`src/rtl/uart_tx_serializer.sv`:
```
// ---------------------------------------------------------------------------
// uart_tx_serializer
//   8-bit UART transmit serializer with optional odd/even parity and one or
//   two stop bits. Accepts one byte per wr_en strobe while idle, shifts it out
//   LSB first on tx, and holds tx_busy for exactly one frame. tx_done pulses
//   for one cycle as tx_busy falls, which the upstream sequencer uses to
//   advance to its next byte.
//
// Parameters
//   FREQ_CLKIN  input clock frequency, Hz
//   BAUD_RATE   line rate, bit/s
//   PARITY      0 = none, 1 = odd, 2 = even
//   STOP_BITS   1 or 2
//
// Ports
//   clk      in   system clock, posedge
//   rst      in   synchronous reset, active-high (wins over wr_en)
//   data_in  in   byte to transmit, captured on accept
//   wr_en    in   write strobe, honoured only while tx_busy is low
//   tx       out  serial line, idle high, registered
//   tx_busy  out  registered, high for the whole frame
//   tx_done  out  one-cycle pulse in the cycle tx_busy falls
// ---------------------------------------------------------------------------
module uart_tx_serializer #(
  parameter int unsigned FREQ_CLKIN = 100_000_000,
  parameter int unsigned BAUD_RATE  = 9600,
  parameter int unsigned PARITY     = 0,
  parameter int unsigned STOP_BITS  = 1
) (
  input  logic       clk,
  input  logic       rst,
  input  logic [7:0] data_in,
  input  logic       wr_en,
  output logic       tx,
  output logic       tx_busy,
  output logic       tx_done
);

  localparam int unsigned BAUD_DIV = FREQ_CLKIN / BAUD_RATE;
  localparam int unsigned CNT_W    = (BAUD_DIV > 1) ? $clog2(BAUD_DIV) : 1;
  localparam logic [CNT_W-1:0] CNT_LAST = CNT_W'(BAUD_DIV - 1);
  localparam logic [2:0]       STOP_LAST = 3'(STOP_BITS - 1);
  localparam logic             PAR_ODD   = (PARITY == 1);
  localparam bit               HAS_PAR   = (PARITY != 0);

  typedef enum logic [2:0] {
    S_IDLE,
    S_START,
    S_DATA,
    S_PARITY,
    S_STOP
  } state_t;

  state_t           state, state_next;
  logic [CNT_W-1:0] baud_cnt, baud_cnt_next;
  logic [2:0]       bit_idx, bit_idx_next;
  logic [7:0]       shreg, shreg_next;
  logic             par_bit, par_bit_next;
  logic             tx_next, busy_next, done_next;
  logic             bit_end;

  assign bit_end = (baud_cnt == CNT_LAST);

  // State and all outputs are registered together; the combinational process
  // below computes what tx/tx_busy/tx_done must be in the state being entered,
  // so no input reaches an output without passing through a flop.
  always_ff @(posedge clk) begin
    if (rst) begin
      state    <= S_IDLE;
      baud_cnt <= '0;
      bit_idx  <= '0;
      shreg    <= '0;
      par_bit  <= 1'b0;
      tx       <= 1'b1;
      tx_busy  <= 1'b0;
      tx_done  <= 1'b0;
    end else begin
      state    <= state_next;
      baud_cnt <= baud_cnt_next;
      bit_idx  <= bit_idx_next;
      shreg    <= shreg_next;
      par_bit  <= par_bit_next;
      tx       <= tx_next;
      tx_busy  <= busy_next;
      tx_done  <= done_next;
    end
  end

  always_comb begin
    state_next    = state;
    baud_cnt_next = bit_end ? '0 : baud_cnt + 1'b1;
    bit_idx_next  = bit_idx;
    shreg_next    = shreg;
    par_bit_next  = par_bit;
    tx_next       = tx;
    busy_next     = tx_busy;
    done_next     = 1'b0;

    unique case (state)
      S_IDLE: begin
        baud_cnt_next = '0;
        tx_next       = 1'b1;
        busy_next     = 1'b0;
        if (wr_en) begin
          state_next    = S_START;
          shreg_next    = data_in;
          // Parity is fixed at accept time, so later data_in changes and the
          // shifting of shreg cannot disturb it.
          par_bit_next  = (^data_in) ^ PAR_ODD;
          bit_idx_next  = '0;
          tx_next       = 1'b0;
          busy_next     = 1'b1;
        end
      end

      S_START: begin
        if (bit_end) begin
          state_next   = S_DATA;
          bit_idx_next = '0;
          tx_next      = shreg[0];
        end
      end

      S_DATA: begin
        if (bit_end) begin
          if (bit_idx == 3'd7) begin
            bit_idx_next = '0;
            if (HAS_PAR) begin
              state_next = S_PARITY;
              tx_next    = par_bit;
            end else begin
              state_next = S_STOP;
              tx_next    = 1'b1;
            end
          end else begin
            // The bit now on the line is shreg[0]; the next one is shreg[1]
            // and becomes shreg[0] after this shift.
            bit_idx_next = bit_idx + 3'd1;
            shreg_next   = {1'b0, shreg[7:1]};
            tx_next      = shreg[1];
          end
        end
      end

      S_PARITY: begin
        if (bit_end) begin
          state_next   = S_STOP;
          bit_idx_next = '0;
          tx_next      = 1'b1;
        end
      end

      S_STOP: begin
        tx_next = 1'b1;
        if (bit_end) begin
          if (bit_idx == STOP_LAST) begin
            state_next   = S_IDLE;
            bit_idx_next = '0;
            busy_next    = 1'b0;
            done_next    = 1'b1;
          end else begin
            bit_idx_next = bit_idx + 3'd1;
          end
        end
      end

      default: begin
        state_next    = S_IDLE;
        baud_cnt_next = '0;
        bit_idx_next  = '0;
        tx_next       = 1'b1;
        busy_next     = 1'b0;
      end
    endcase
  end

endmodule

```
`config.mk`:
```
export PLATFORM = sky130hd
export DESIGN_NAME = uart_tx_serializer
export DESIGN_NICKNAME = d
export VERILOG_FILES = /design/src/rtl/uart_tx_serializer.sv
export SDC_FILE = /design/constraint.sdc
export NUM_CORES = 1
export LEC_CHECK = 0
export CORE_ASPECT_RATIO = 1.5
export CORE_MARGIN = 2
export CORE_UTILIZATION = 35
export DETAILED_ROUTE_END_ITERATION = 16
export GPL_TIMING_DRIVEN = 0
export MAX_ROUTING_LAYER = met4
export PLACE_DENSITY = 0.65
export SLEW_MARGIN = 5
export SYNTH_ARGS = -nofsm -noshare
export SYNTH_HDL_FRONTEND = slang
export SYNTH_SLANG_ARGS = --single-unit
```
`constraint.sdc`:
```
create_clock -name clk -period 2.8 [get_ports clk]
set_input_delay 0.84 -clock clk [delete_from_list [all_inputs] [get_ports clk]]
set_output_delay 0.84 -clock clk [all_outputs]
set_load 0.01 [all_outputs]
```
==> out/summary.json <==
{
  "run_status": {
    "outcome": "complete, no violations"
  },
  "route": {
    "remaining_drc_errors": 0,
    "route.antenna.remaining_nets": 0,
    "dr.first_iter.drc_count": 41,
    "via_count": 1386,
    "first_pass_iters": 4,
    "via_per_inst": 5.114,
    "post_drt_wl_per_cell_um": 12.12,
    "wirelength_um": 3284
  },
  "global_route": {
    "first_global_vias": 1297,
    "globalRouteOverflowTotal": 0,
    "grt_use_total": 0.1374,
    "maximum_number_of_pins_on_one_net_before_global_route_repair": 11,
    "grt_pass1_wl_um": 5464,
    "grt_antenna_before_repair": 0
  },
  "setup_path": {
    "worstPathMaxFanout": 9,
    "worstSetupStartpointType": "primary input",
    "rr_startpoint": "baud_cnt[0]",
    "setup.reg_to_reg.worst_slack_ns": 0.85,
    "crit_path_end_kind": "flop",
    "data_arrival_time_of_the_critical_path_ns": 2.57,
    "startpoint": "wr_en",
    "worst_ep_required_time_ns": 3.01,
    "critical_path_class": "primary input to flop"
  },
  "clocking": {
    "cts_hold_repair.buffers": 0,
    "tritoncts": "done",
    "post_cts_resized": 0,
    "cts-buffers-inserted": 5,
    "insertion_delay_ns": 0.28,
    "cts_max_level": 2,
    "root_buffer": "sky130_fd_sc_hd__clkbuf_8",
    "clock_pin_slew_on_the_worst_setup_and_hold_paths_ns": 0.07,
    "numClockSinks": 31,
    "clockBufferDepth": 2,
    "post_cts_buffers": 0
  },
  "sta": {
    "tightestPinTransition_ns": 0.6565,
    "unrepaired_setup_endpoints_after_global_routing": "false",
    "setup_viol": 0,
    "timing.final.crit_period_ns": 2.366,
    "fmax_mhz": 422.7,
    "hold-worst-slack_ns": 0.4511,
    "report.final.slew_viol_count": 0,
    "fin_tns_setup_ns": 0,
    "finalHoldViolCount": 0,
    "fin_crit_sh": 0.8448,
    "timing.max_slew.rel_slack": 0.5612,
    "clock_skew_ns": 0.008630,
    "fin_ws_ns": 0.4345
  },
  "yosys": {
    "ys_seq_area_frac": 0.3677,
    "dominantRegCellSynth": "sky130_fd_sc_hd__dfxtp_1",
    "syn_std_cell_area_mm2": 0.001688,
    "netlist-cell-type-count": 48,
    "synthesis.area_per_instance_um2": 9.075,
    "synth_fp_nets": 201,
    "ys.warnings.count": 0,
    "synth-edff-count": 0,
    "synth-async-reset-ratio": 0,
    "synth.ff_latch_count": 31,
    "netlist_instances": 186
  },
  "final_layout": {
    "final_layout_size_suffix_gt1_frac": 0.1659,
    "area_growth_pct": 16.90,
    "multi_input_area_um2": 980.9,
    "design.final.nets": 221,
    "final_core_utilization": 0.4170,
    "instances_no_fill": 271,
    "regArea_um2": 620.6,
    "num-fill-cells": 495,
    "antennaDiodeCount": 0,
    "layout.cell_area.non_filler_mm2": 0.001973
  },
  "pwr": {
    "cellLeakagePower_nw": 0.6715,
    "p_per_area_mw_per_mm2": 441.8,
    "vdd_ir_drop_max_mv": 0.2860,
    "pnr_total_power_uw": 871.8
  },
  "run": {
    "drv.max_cap_violation_count": 0
  },
  "die": {
    "core_area_mm2": 0.004732,
    "floorplan.die.width_um": 60.70,
    "fp-row-count": 31,
    "initial_utilization": 0.3567,
    "die_h_um": 89.05,
    "boundaryPins": 14,
    "dieArea_mm2": 0.005405
  },
  "placement": {
    "placedCellCount": 265,
    "dp_slack_ns": 0.1284,
    "dpl-instance-area_mm2": 0.001901,
    "place_congestion": 0.7813,
    "dp_hpwl_um": 2427,
    "placement.io_buffers": 13
  },
  "hold_path": {
    "hold_path_class": "flop to flop",
    "hold_path_startpoint": "baud_cnt[0]"
  }
}
==> critical path, cell delays in order <==
cell and delay (ns):
sky130_fd_sc_hd__clkdlybuf4s50_1 0.54, sky130_fd_sc_hd__nor2b_1 0.29, sky130_fd_sc_hd__o21ai_2 0.19, sky130_fd_sc_hd__or4b_2 0.63, sky130_fd_sc_hd__o21ai_0 0.09
==> flip-flops by register name, summed over array words and instances (netlist names) <==
name      flops
tx            1
tx_busy       1
state         3
bit_idx       3
baud_cnt     14
shreg         8
tx_done       1
==> cells in the mapped netlist (all sizes together), types with 4 or more instances <==
master,n,share of area
a21oi,7,0.021
a22oi,8,0.036
a31oi,4,0.015
buf,6,0.030
clkbuf,5,0.012
dfxtp,31,0.37
ha,4,0.030
inv,4,0.0089
mux2i,4,0.024
nand2,13,0.029
nand2b,7,0.026
nand3,15,0.044
nand4,5,0.022
nor2,20,0.083
o21ai,7,0.023
xor2,9,0.047
==> report_power, final <==
part           internal (mW)  leakage [nW]  switching, mW
logic                 0.0444         0.382         0.0450
registers              0.454         0.252        0.00898
clock network          0.165        0.0371          0.154
==> metal layers <==
metal / share of wire / track usage
met1: 0.42 / 0.1364
met2: 0.53 / 0.2405
met3: 0.028 / 0.03763
met4: 0.017 / 0.06719
met5: 0 / -
==> final cells by class <==
cell class                 instances  share of cell area
buffer                            11             0.03614
clock buffer                       6             0.03678
inverter                           4            0.007609
multi-input combinational        140              0.4971
sequential                        31              0.3145
tap                               66             0.04185
timing repair buffer              13             0.06595
==> cell usage in the layout (no fill, tap or decap), types with 2 or more instances in the layout <==
master	n
sky130_fd_sc_hd__a21oi_1	7
sky130_fd_sc_hd__inv_1	4
sky130_fd_sc_hd__xnor2_1	2
sky130_fd_sc_hd__and3_1	2
sky130_fd_sc_hd__nor2_4	8
sky130_fd_sc_hd__nand4_1	4
sky130_fd_sc_hd__nand3_1	15
sky130_fd_sc_hd__or3_1	3
sky130_fd_sc_hd__nor2_1	10
sky130_fd_sc_hd__nor3b_1	2
sky130_fd_sc_hd__ha_1	4
sky130_fd_sc_hd__nand2_1	13
sky130_fd_sc_hd__o21ai_0	6
sky130_fd_sc_hd__a22oi_1	8
sky130_fd_sc_hd__clkbuf_1	5
sky130_fd_sc_hd__nand3b_1	2
sky130_fd_sc_hd__nand2b_1	7
sky130_fd_sc_hd__nor2_2	2
sky130_fd_sc_hd__dfxtp_1	31
sky130_fd_sc_hd__mux2_2	3
sky130_fd_sc_hd__clkbuf_8	5
sky130_fd_sc_hd__mux2i_1	4
sky130_fd_sc_hd__clkdlybuf4s50_1	13
sky130_fd_sc_hd__buf_2	4
sky130_fd_sc_hd__nor2b_1	2
sky130_fd_sc_hd__and4_4	2
sky130_fd_sc_hd__a31oi_1	4
sky130_fd_sc_hd__and2_1	3
sky130_fd_sc_hd__xor2_1	9
==> kinds of logic after synthesis <==
| kind of cell | synth area share |
|---|---|
| mux | 0.04374 |
| fa+ha+maj | 0.02965 |
| simple gates | 0.3239 |
| xor+xnor | 0.05708 |
| buf+inv | 0.05114 |
| flops | 0.3677 |
| compound gates | 0.1268 |
==> path summary, 6_finish.rpt <==
check	end	cells past startpoint
max	shreg[7]	5
min	baud_cnt[0]	1
max reg2reg	state[2]	6
min reg2reg	baud_cnt[0]	1
(Power assumes the default switching activity.)
